`src/rtl/pipe_hazard_ctrl.sv`:
```
// Hazard controller for the 5-stage pipeline.
// Produces forwarding selects, the load-use stall/bubble, the branch flush
// and the multi-cycle EXE hold, and counts stalled cycles.
module pipe_hazard_ctrl #(
    parameter int unsigned REG_AW = 5,
    parameter int unsigned FWD_EN = 1,
    parameter int unsigned MC_LAT = 4,
    parameter int unsigned CNT_W  = 16
) (
    input  logic              Clock,
    input  logic              Resetn,
    input  logic [REG_AW-1:0] id_rs,
    input  logic [REG_AW-1:0] id_rt,
    input  logic              id_use_rs,
    input  logic              id_use_rt,
    input  logic              exe_wreg,
    input  logic              exe_m2reg,
    input  logic [REG_AW-1:0] exe_rn,
    input  logic              exe_mc,
    input  logic              mem_wreg,
    input  logic [REG_AW-1:0] mem_rn,
    input  logic              wb_wreg,
    input  logic [REG_AW-1:0] wb_rn,
    input  logic              br_taken,
    output logic              stall,
    output logic              bubble,
    output logic              flush,
    output logic              exe_hold,
    output logic [1:0]        fwda,
    output logic [1:0]        fwdb,
    output logic [CNT_W-1:0]  stall_cnt
);

    localparam int unsigned MC_W = $clog2(MC_LAT) + 1;

    typedef enum logic {
        S_IDLE    = 1'b0,
        S_MC_BUSY = 1'b1
    } state_t;

    state_t            r_state;
    state_t            w_state_nxt;
    logic [MC_W-1:0]   r_mc_left;
    logic [MC_W-1:0]   w_mc_left_nxt;
    logic [CNT_W-1:0]  r_stall_cnt;

    logic w_hit_exe_a, w_hit_mem_a, w_hit_wb_a;
    logic w_hit_exe_b, w_hit_mem_b, w_hit_wb_b;
    logic w_raw_any;
    logic w_load_use;
    logic w_stall, w_bubble, w_flush, w_hold;
    logic [1:0] w_sel_a, w_sel_b;

    // Source/destination matches; register 0 never produces a hazard.
    always_comb begin
        w_hit_exe_a = exe_wreg & (exe_rn == id_rs) & (id_rs != '0) & id_use_rs;
        w_hit_mem_a = mem_wreg & (mem_rn == id_rs) & (id_rs != '0) & id_use_rs;
        w_hit_wb_a  = wb_wreg  & (wb_rn  == id_rs) & (id_rs != '0) & id_use_rs;
        w_hit_exe_b = exe_wreg & (exe_rn == id_rt) & (id_rt != '0) & id_use_rt;
        w_hit_mem_b = mem_wreg & (mem_rn == id_rt) & (id_rt != '0) & id_use_rt;
        w_hit_wb_b  = wb_wreg  & (wb_rn  == id_rt) & (id_rt != '0) & id_use_rt;
        w_raw_any   = w_hit_exe_a | w_hit_mem_a | w_hit_wb_a |
                      w_hit_exe_b | w_hit_mem_b | w_hit_wb_b;
        if (FWD_EN != 0) begin
            w_load_use = exe_m2reg & (w_hit_exe_a | w_hit_exe_b);
        end else begin
            w_load_use = w_raw_any;
        end
    end

    // Forwarding priority: youngest producer (EXE) wins over MEM, then WB.
    always_comb begin
        w_sel_a = 2'b00;
        w_sel_b = 2'b00;
        if (w_hit_exe_a)      w_sel_a = 2'b01;
        else if (w_hit_mem_a) w_sel_a = 2'b10;
        else if (w_hit_wb_a)  w_sel_a = 2'b11;
        if (w_hit_exe_b)      w_sel_b = 2'b01;
        else if (w_hit_mem_b) w_sel_b = 2'b10;
        else if (w_hit_wb_b)  w_sel_b = 2'b11;
    end

    // FSM state and remaining-hold counter.
    always_ff @(posedge Clock or negedge Resetn) begin
        if (!Resetn) begin
            r_state   <= S_IDLE;
            r_mc_left <= '0;
        end else begin
            r_state   <= w_state_nxt;
            r_mc_left <= w_mc_left_nxt;
        end
    end

    // Next state and control outputs; the multi-cycle hold overrides everything else.
    always_comb begin
        w_state_nxt   = r_state;
        w_mc_left_nxt = r_mc_left;
        w_stall       = 1'b0;
        w_bubble      = 1'b0;
        w_flush       = 1'b0;
        w_hold        = 1'b0;
        case (r_state)
            S_IDLE: begin
                w_stall  = w_load_use;
                w_bubble = w_load_use;
                w_flush  = br_taken & ~w_load_use;
                if (exe_mc && (MC_LAT > 1)) begin
                    w_state_nxt   = S_MC_BUSY;
                    w_mc_left_nxt = MC_W'(MC_LAT - 1);
                end
            end
            S_MC_BUSY: begin
                w_hold        = 1'b1;
                w_stall       = 1'b1;
                w_mc_left_nxt = r_mc_left - MC_W'(1);
                if (r_mc_left == MC_W'(1)) begin
                    w_state_nxt = S_IDLE;
                end
            end
            default: begin
                w_state_nxt   = S_IDLE;
                w_mc_left_nxt = '0;
            end
        endcase
    end

    // Saturating count of stalled cycles.
    always_ff @(posedge Clock or negedge Resetn) begin
        if (!Resetn) begin
            r_stall_cnt <= '0;
        end else if (w_stall && (r_stall_cnt != '1)) begin
            r_stall_cnt <= r_stall_cnt + CNT_W'(1);
        end
    end

    // Outputs are held low while reset is asserted; selects drop to regfile on any stall.
    always_comb begin
        stall     = Resetn & w_stall;
        bubble    = Resetn & w_bubble;
        flush     = Resetn & w_flush;
        exe_hold  = Resetn & w_hold;
        fwda      = 2'b00;
        fwdb      = 2'b00;
        if (Resetn && (FWD_EN != 0) && !w_stall) begin
            fwda = w_sel_a;
            fwdb = w_sel_b;
        end
        stall_cnt = r_stall_cnt;
    end

endmodule

```
`config.mk`:
```
export PLATFORM = sky130hd
export DESIGN_NAME = pipe_hazard_ctrl
export DESIGN_NICKNAME = d
export VERILOG_FILES = /design/src/rtl/pipe_hazard_ctrl.sv
export SDC_FILE = /design/constraint.sdc
export NUM_CORES = 1
export LEC_CHECK = 0
export CAP_MARGIN = 15
export CORE_UTILIZATION = 40
export DETAILED_ROUTE_END_ITERATION = 8
export GPL_TIMING_DRIVEN = 0
export PLACE_DENSITY = 0.75
export SLEW_MARGIN = 20
export SYNTH_ARGS = -nofsm -noshare
export SYNTH_HDL_FRONTEND = slang
export SYNTH_SLANG_ARGS = --single-unit
```
`constraint.sdc`:
```
create_clock -name Clock -period 2.6 [get_ports Clock]
set_input_delay 0.52 -clock Clock [delete_from_list [all_inputs] [get_ports Clock]]
set_output_delay 0.52 -clock Clock [all_outputs]
set_load 0.1 [all_outputs]
```
=== Word level (Yosys, flattened, before mapping) ===
Cells that the tools add are included.
W data, S select, Z words.

* Output and inout bits: 24
* Word-level logic and storage cells: 63
* Bits of input ports: 35
* Bits in registers: 20

* Eq/ne operators: 9
* $add $sub $neg: 2
* Reduce and logical (&&, ||, !) cells: 5
* Bitwise logic cells: 27
* Mux-type cells: 17

{| class="wikitable"
|+ Operator list
! operator !! count
|-
| $eq A5 B5 Y1 || 6
|-
| $and A1 B1 Y1 || 24
|-
| $add A16 B1 Y16 const B || 1
|-
| $mux W2 || 8
|-
| $ne A16 B16 Y1 const B || 1
|-
| $reduce_bool A5 Y1 || 2
|-
| $pmux W3 S2 || 1
|-
| $mux W1 || 5
|-
| $pmux W1 S2 || 2
|-
| $eq A3 B1 Y1 const B || 1
|-
| $mux W3 || 1
|-
| $sub A3 B1 Y3 const B || 1
|-
| $logic_and A1 B1 Y1 || 2
|-
| $ne A2 B2 Y1 const B || 1
|-
| $not A1 Y1 || 2
|-
| $logic_not A1 Y1 || 1
|-
| $or A1 B1 Y1 || 1
|}

=== Depth between registers and ports, before layout ===
Gate-level depths: netlist (run 1).

* Depth in word-level cells: 10
* Gate-level depth with buffers: 7

=== Worst setup path before layout (run 1) ===
OpenSTA, ideal clock, no wires.

* Path type: in2out
* Start point: input id_rt[0]
* End point: output fwda[0]
* Buffers on the path: 0
* Setup slack: -1290 ps
* Stages: 6
* Arrival time: 3370 ps
* Data required time: 2080 ps
* Cell sequence: or4_1 -> o21ai_2 -> nand4b_2 -> a21boi_4 -> or3b_4 -> a21oi_1

* Word-level cells in the longest chain between the ends: 10
* Elaborated cells between the ends (all ways): 11

{| class="wikitable"
|+ RTL lines
! element !! RTL line !! source
|-
| start: declaration || 13 || <nowiki>input logic [REG_AW-1:0] id_rt,</nowiki>
|-
| $eq A5 B5 Y1 || 59 || <nowiki>w_hit_exe_b = exe_wreg & (exe_rn == id_rt) & (id_rt != '0) & id_use_rt;</nowiki>
|-
| $and A1 B1 Y1 || 59 ||
|-
| $and A1 B1 Y1 (*) (2 in a row) || 59 ||
|-
| $or A1 B1 Y1 (*) || 65 || <nowiki>w_load_use = exe_m2reg & (w_hit_exe_a | w_hit_exe_b);</nowiki>
|-
| $and A1 B1 Y1 (*) || 65 ||
|-
| $pmux W1 S2 (*) || 102 || <nowiki>case (r_state)</nowiki>
|-
| $logic_not A1 Y1 (*) || 144 || <nowiki>if (Resetn && (FWD_EN != 0) && !w_stall) begin</nowiki>
|-
| $logic_and A1 B1 Y1 (*) || 144 ||
|-
| $mux W2 (*) || 144 ||
|-
| end: declaration || 29 || <nowiki>output logic [1:0] fwda,</nowiki>
|}

Every way passes the cells marked *; elsewhere a longest branch is shown, timed or not.

=== Worst setup path after layout (run 1) ===
* Start point: input id_rt[2]
* End point: output fwda[0]

The elaborated chain is that of the path after synthesis.

==> results of run 1 <==
==> stage by stage <==
stage / hold WS, ns / power [mW] / TNS (ns)
floorplan: 0.2244 / 1.265 / -2.056
global placement: 0.4829 / 1.520 / -15.39
detailed placement: 0.4888 / 1.553 / -16.18
CTS: 0.3568 / 1.891 / -2.259
global route: 0.3729 / 1.982 / -2.167
finish: 0.3344 / 1.885 / -1.820
==> timing repair <==
action	in CTS	in global routing
hold buffers	0	0
pin swaps	10	7
buffers inserted	15	2
resized for setup	120	24
setup endpoints to repair	14	13
==> how the worst max path moves through the flow <==
stage | start | endpoint | slack (ns) | cells past startpoint
after floorplan | id_rt[0] | fwda[0] | -0.44 | 6
after global routing | id_rs[2] | fwda[0] | -0.36 | 8
after CTS | id_rs[2] | fwda[0] | -0.33 | 8
after global placement | id_rs[1] | fwda[0] | -1.81 | 8
after detailed placement | id_rt[0] | fwda[0] | -1.82 | 8
final | id_rt[2] | fwda[0] | -0.31 | 8
==> per-layer routing <==
layer / track usage / wire (µm) / vias up / share of wire
met5: 0 / 0 / - / 0
met1: 0.3080 / 1980 / 724 / 0.44
li1: - / - / 716 / -
met4: 0.05233 / 61 / 0 / 0.013
met2: 0.4099 / 2309 / 53 / 0.51
met3: 0.04015 / 176 / 9 / 0.039
==> cells in the final DEF, fill, tap and decap left out, types with 4 or more instances in the layout <==
| cell | n |
|---|---|
| xnor2_1 | 25 |
| xor2_1 | 17 |
| nor3_1 | 5 |
| buf_6 | 5 |
| dfrtp_1 | 18 |
| o211ai_1 | 5 |
| nand3_1 | 7 |
| buf_2 | 5 |
| o21ai_1 | 4 |
| clkbuf_2 | 4 |
| buf_12 | 8 |
| nor2_1 | 7 |
| inv_1 | 5 |
| clkdlybuf4s50_1 | 34 |
| buf_4 | 13 |
| nand2_1 | 4 |
| o21ai_0 | 4 |
==> final cells by class <==
| cell class | count | area (µm²) |
|---|---|---|
| buffer | 4 | 22.52 |
| multi-input combinational | 128 | 1100 |
| fill | 241 | 929.6 |
| tap | 46 | 57.56 |
| timing repair buffer | 72 | 739.5 |
| sequential | 20 | 503.0 |
| clock buffer | 3 | 41.29 |
| clock inverter | 1 | 30.03 |
| inverter | 5 | 18.77 |
==> flip-flops by register name, indices dropped and copies added (netlist names) <==
register   count
r_mc_left      3
r_state        1
stall_cnt     16
==> cell families after synthesis <==
logic type	Yosys count	synth area share
and+or+nand+nor	49	0.1965
xor gates and xnor gates	44	0.2586
AOI/OAI and AO/OA	30	0.1453
DFF	20	0.3359
buffers and inverters	9	0.02351
adders and majority gates	3	0.02519
muxes	2	0.01511
==> where the power goes <==
| group | switching [mW] | internal (mW) |
|---|---|---|
| sequential | 0.0904 | 0.403 |
| clock | 0.108 | 0.206 |
| combinational | 0.734 | 0.345 |
| total | 0.931 | 0.954 |
==> results.tsv, run 1 <==
metric	value	unit
status	finished with violations	
failing checks	negative setup slack	
Syn-to-layout area delta	68.60	%
area fraction of the dominant cell type after synthesis	0.3359	
unrepaired setup endpoints after global routing	yes	
Worst setup EP type	output pin	
ys flop type	dfrtp_1	
post-synth design cell area	1490	µm²
CTS H-tree lvls	1	
leading cell type by number of instances after synthesis	xnor2_1	
Die X	63.04	µm
sequential-to-total area share from yosys stat	0.3359	
Routed wire per std cell	16.23	µm
Pre-Repair DR Iteration Count	4	
maximum VDD drop	0.9601	mV
Hold Fails Final Rpt	0	
Congestion Overflow GR	0	
EDFF count, synth	0	
number of top-level pins	59	
Worst R2R Start	stall_cnt[0]	
largest net degree at the start of global routing	25	
PwrDens	750.3	nW/µm²
P_leak	1.021	nW
Post-synth top cells	xnor2_1 (27), dfrtp_1 (20), xor2_1 (17), nor2_1 (10), nand3_1 (7)	
Area after DPL	2232	µm²
vias per inst	5.384	
syn_nets	195	
library cells used by synthesis	36	
async set or reset register ratio after synthesis	1.000	
first-pass GRT wire length	7431	µm
CTS buffer count	3	
Non-Filler Instances	279	
CP max stage delay	0.54	ns
PortBufs	58	
worst path buffer plus inverter count	2	
worst reg2reg path depth	7	
Detail Placement HPWL	3176	µm
Routability Congestion	0.8088	
worst hold path type	primary input to async pin	
CP cell instances	buf_6, or4_4, o21ai_4, nand4b_4, a21boi_4, or3b_4, a21oi_4, buf_12	
max-slew violations	0	
R2R Path End	stall_cnt[1]	
Die H	63.04	µm
final net count	272	
number of DRC markers in iteration 0	70	
clk root buf	clkbuf_8	
count of clock tree sinks	20	
CP Launch Type	primary input	
crit-path max FO	5	
clock skew	0.003641	ns
fmax	343.2	MHz
TritonCTS clock tree	built	
syn avg cell area	9.492	µm²
max-cap viol count	0	
Tmin final	2.914	ns
diode count	0	
delay-heaviest family, CP	simple AND/OR/NAND/NOR gates	
dpl cells	261	
Setup Viol. Count Final	7	
Mapped Cells	157	
WS Path Type	primary input to output pin	
Core ar.	3442	µm²
Reg2Reg Setup Slack	0.36	ns
Worst EP required	2.08	ns
Crit path arrival time	2.39	ns
Syn. warnings	0	
final setup margin	-0.3137	ns
DRC	0	
gr usage total	0.2380	
Worst-Margin Slew	0.9811	ns
Core Rows	21	
total number of vias	1502	
Worst-path clk slew	0.08	ns
Placement Setup Slack	-1.823	ns
die area	3973	µm²
cell taking the most area after synthesis	dfrtp_1	
Slew headroom	0.3439	
final period utilization	1.121	
fin util	0.7299	
Synth Register Bits	20	
Final Cell Area	2512	µm²
Initial Utilization	0.4329	
Antenna Nets Post-Route	0	
vias in the first global route	1516	
antenna violations before repair	0	
Max stage delay cell, worst path	or4_4	
Synth area leaders	dfrtp_1 (34%), xnor2_1 (16%), xor2_1 (10%)	
clk buf depth	2	
layout cell share with drive strength beyond 1	0.2918	
Routed WL	4528	µm
clock latency on the worst-skew pair	0.26	ns
Power figures use the tool's default switching activity.
==> run 2: changes to the inputs <==
CORE_MARGIN = 2   (was unset)
==> results.tsv, run 2 (synthesis results as in run 1) <==
metric	value	unit	change
maximum VDD drop	0.7040	mV	-27%
Antenna Nets Post-Route	0		unchanged
crit-path max FO	5		unchanged
Detail Placement HPWL	3115	µm	-1.9%
commonest non-fill, non-tap cells in the layout	clkdlybuf4s50_1 (35), xnor2_1 (25), dfrtp_1 (18)		
Worst-path clk slew	0.07	ns	about the same
CTS H-tree lvls	1		unchanged
Tmin final	2.914	ns	+0.0003030 ns
Congestion Overflow GR	0		unchanged
Crit path arrival time	2.39	ns	about the same
Worst EP required	2.08	ns	about the same
final net count	269		-1.1%
Pre-Repair DR Iteration Count	4		unchanged
commonest non-fill, non-tap cell in the layout	clkdlybuf4s50_1		
max reg flops	16		unchanged
clock power share	0.167		about the same
Worst-Margin Slew	0.9876	ns	+0.006493 ns
unrepaired setup endpoints after global routing	yes		
first-pass GRT wire length	7031	µm	-5.4%
number of top-level pins	59		unchanged
largest net degree at the start of global routing	25		unchanged
vias per inst	5.252		-2.4%
Setup Viol. Count Final	7		unchanged
TritonCTS clock tree	built		
gr usage total	0.2128		-0.02523
CP cell instances	buf_8, or4_4, o21ai_4, nand4b_4, a21boi_4, or3b_4, a21oi_4, buf_12		
R2R Path End	stall_cnt[1]		
Worst setup EP type	output pin		
Syn-to-layout area delta	66.41	%	
Logic pwr share	0.570		-0.002
CP Launch Type	primary input		
switching share of power	0.4938		about the same
layout cell share with drive strength beyond 1	0.2739		-0.01793
Pwr Total	1.886	mW	about the same
failing checks	negative setup slack		
status	finished with violations		
Filler Cell Count	287		+19%
Max stage delay cell, worst path	or4_4		
CP max stage delay	0.54	ns	about the same
clock skew	0.002217	ns	-0.001425 ns
Initial Utilization	0.4101		-0.02281
PortBufs	58		unchanged
DRC	0		unchanged
vias in the first global route	1505		-0.73%
# hold bufs at CTS	0		unchanged
fmax	343.2	MHz	about the same
internal power	0.9548	mW	+0.12%
fin util	0.6825		-0.04741
Routed wire per std cell	15.71	µm	-3.2%
worst reg2reg path depth	7		unchanged
max-slew violations	0		unchanged
Core Rows	22		+4.8%
count of clock tree sinks	20		unchanged
die area	4230	µm²	+6.4%
Worst R2R Start	stall_cnt[0]		
antenna violations before repair	0		unchanged
number of DRC markers in iteration 0	59		-16%
max-cap viol count	0		unchanged
Final Cell Area	2480	µm²	-1.3%
clock latency on the worst-skew pair	0.26	ns	about the same
delay-heaviest family, CP	simple AND/OR/NAND/NOR gates		
worst path buffer plus inverter count	2		unchanged
Die H	65.04	µm	+3.2%
WS Path Type	primary input to output pin		
Routability Congestion	0.8141		+0.66%
total number of vias	1460		-2.8%
P_sw	0.9315	mW	about the same
Core ar.	3633	µm²	+5.6%
Reg2Reg Setup Slack	0.31	ns	-0.05 ns
final setup margin	-0.3140	ns	-0.0003030 ns
Hold Fails Final Rpt	0		unchanged
Die X	65.04	µm	+3.2%
Sequential Power Share	0.263		about the same
Area after DPL	2235	µm²	+0.11%
final period utilization	1.121		about the same
Slew headroom	0.3395		-0.004342
clk buf depth	2		unchanged
P_leak	0.9846	nW	-3.5%
clk root buf	clkbuf_8		
CTS buffer count	3		unchanged
Placement Setup Slack	-1.898	ns	-0.07545 ns
worst hold path type	primary input to async pin		
diode count	0		unchanged
Routed WL	4368	µm	-3.5%
PwrDens	760.6	nW/µm²	+1.4%
setup_tns	-1.840	ns	-0.02003 ns
[run 2: what timing repair did]
action,in CTS,in global routing
gates resized for setup,125,14
pin swaps,10,12
buffers inserted,9,2
endpoints found under the setup margin,14,8
[run 2: cell type report]
class / instances / area [µm²] / share of cell area
multi-input combinational: 128 / 1087 / 0.4384
clock inverter: 1 / 30.03 / 0.01211
clock buffer: 3 / 41.29 / 0.01665
timing repair buffer: 69 / 716.9 / 0.2891
tap: 48 / 60.06 / 0.02422
sequential: 20 / 503.0 / 0.2028
inverter: 5 / 18.77 / 0.007568
buffer: 4 / 22.52 / 0.009082
[run 2: power groups by stage]
stage | logic (mW) | registers [mW] | clock network [mW]
after floorplan | 0.379 | 0.886 | 0
after global placement | 1.03 | 0.495 | 0
after detailed placement | 1.05 | 0.501 | 0
after CTS | 1.07 | 0.495 | 0.313
after global routing | 1.14 | 0.510 | 0.328
final | 1.08 | 0.496 | 0.314
[run 2: stage by stage]
step,hold slack (ns),std cells
5_1_grt,0.3819,278
2_1_floorplan,0.2244,157
3_5_place_dp,0.4876,263
6_report,0.3409,278
3_3_place_gp,0.4877,263
4_1_cts,0.3613,276
[run 2: metal layers]
metal,wire length [µm],GRT usage,vias to the layer above
li1,-,-,704
met2,2209,0.3621,47
met4,51,0.07552,0
met1,1878,0.2694,702
met5,0,0,-
met3,229,0.03993,7
[run 2: worst max path at each step]
| stage | start | to | slack [ns] | depth (start not counted) |
|---|---|---|---|---|
| after floorplan | id_rt[0] | fwda[0] | -0.44 | 6 |
| after global placement | id_rs[1] | fwdb[0] | -1.86 | 8 |
| after detailed placement | id_rs[1] | fwdb[0] | -1.90 | 8 |
| after CTS | id_rs[4] | fwda[0] | -0.32 | 8 |
| after global routing | id_rs[2] | fwda[0] | -0.38 | 8 |
| final | id_rs[2] | fwda[0] | -0.31 | 8 |
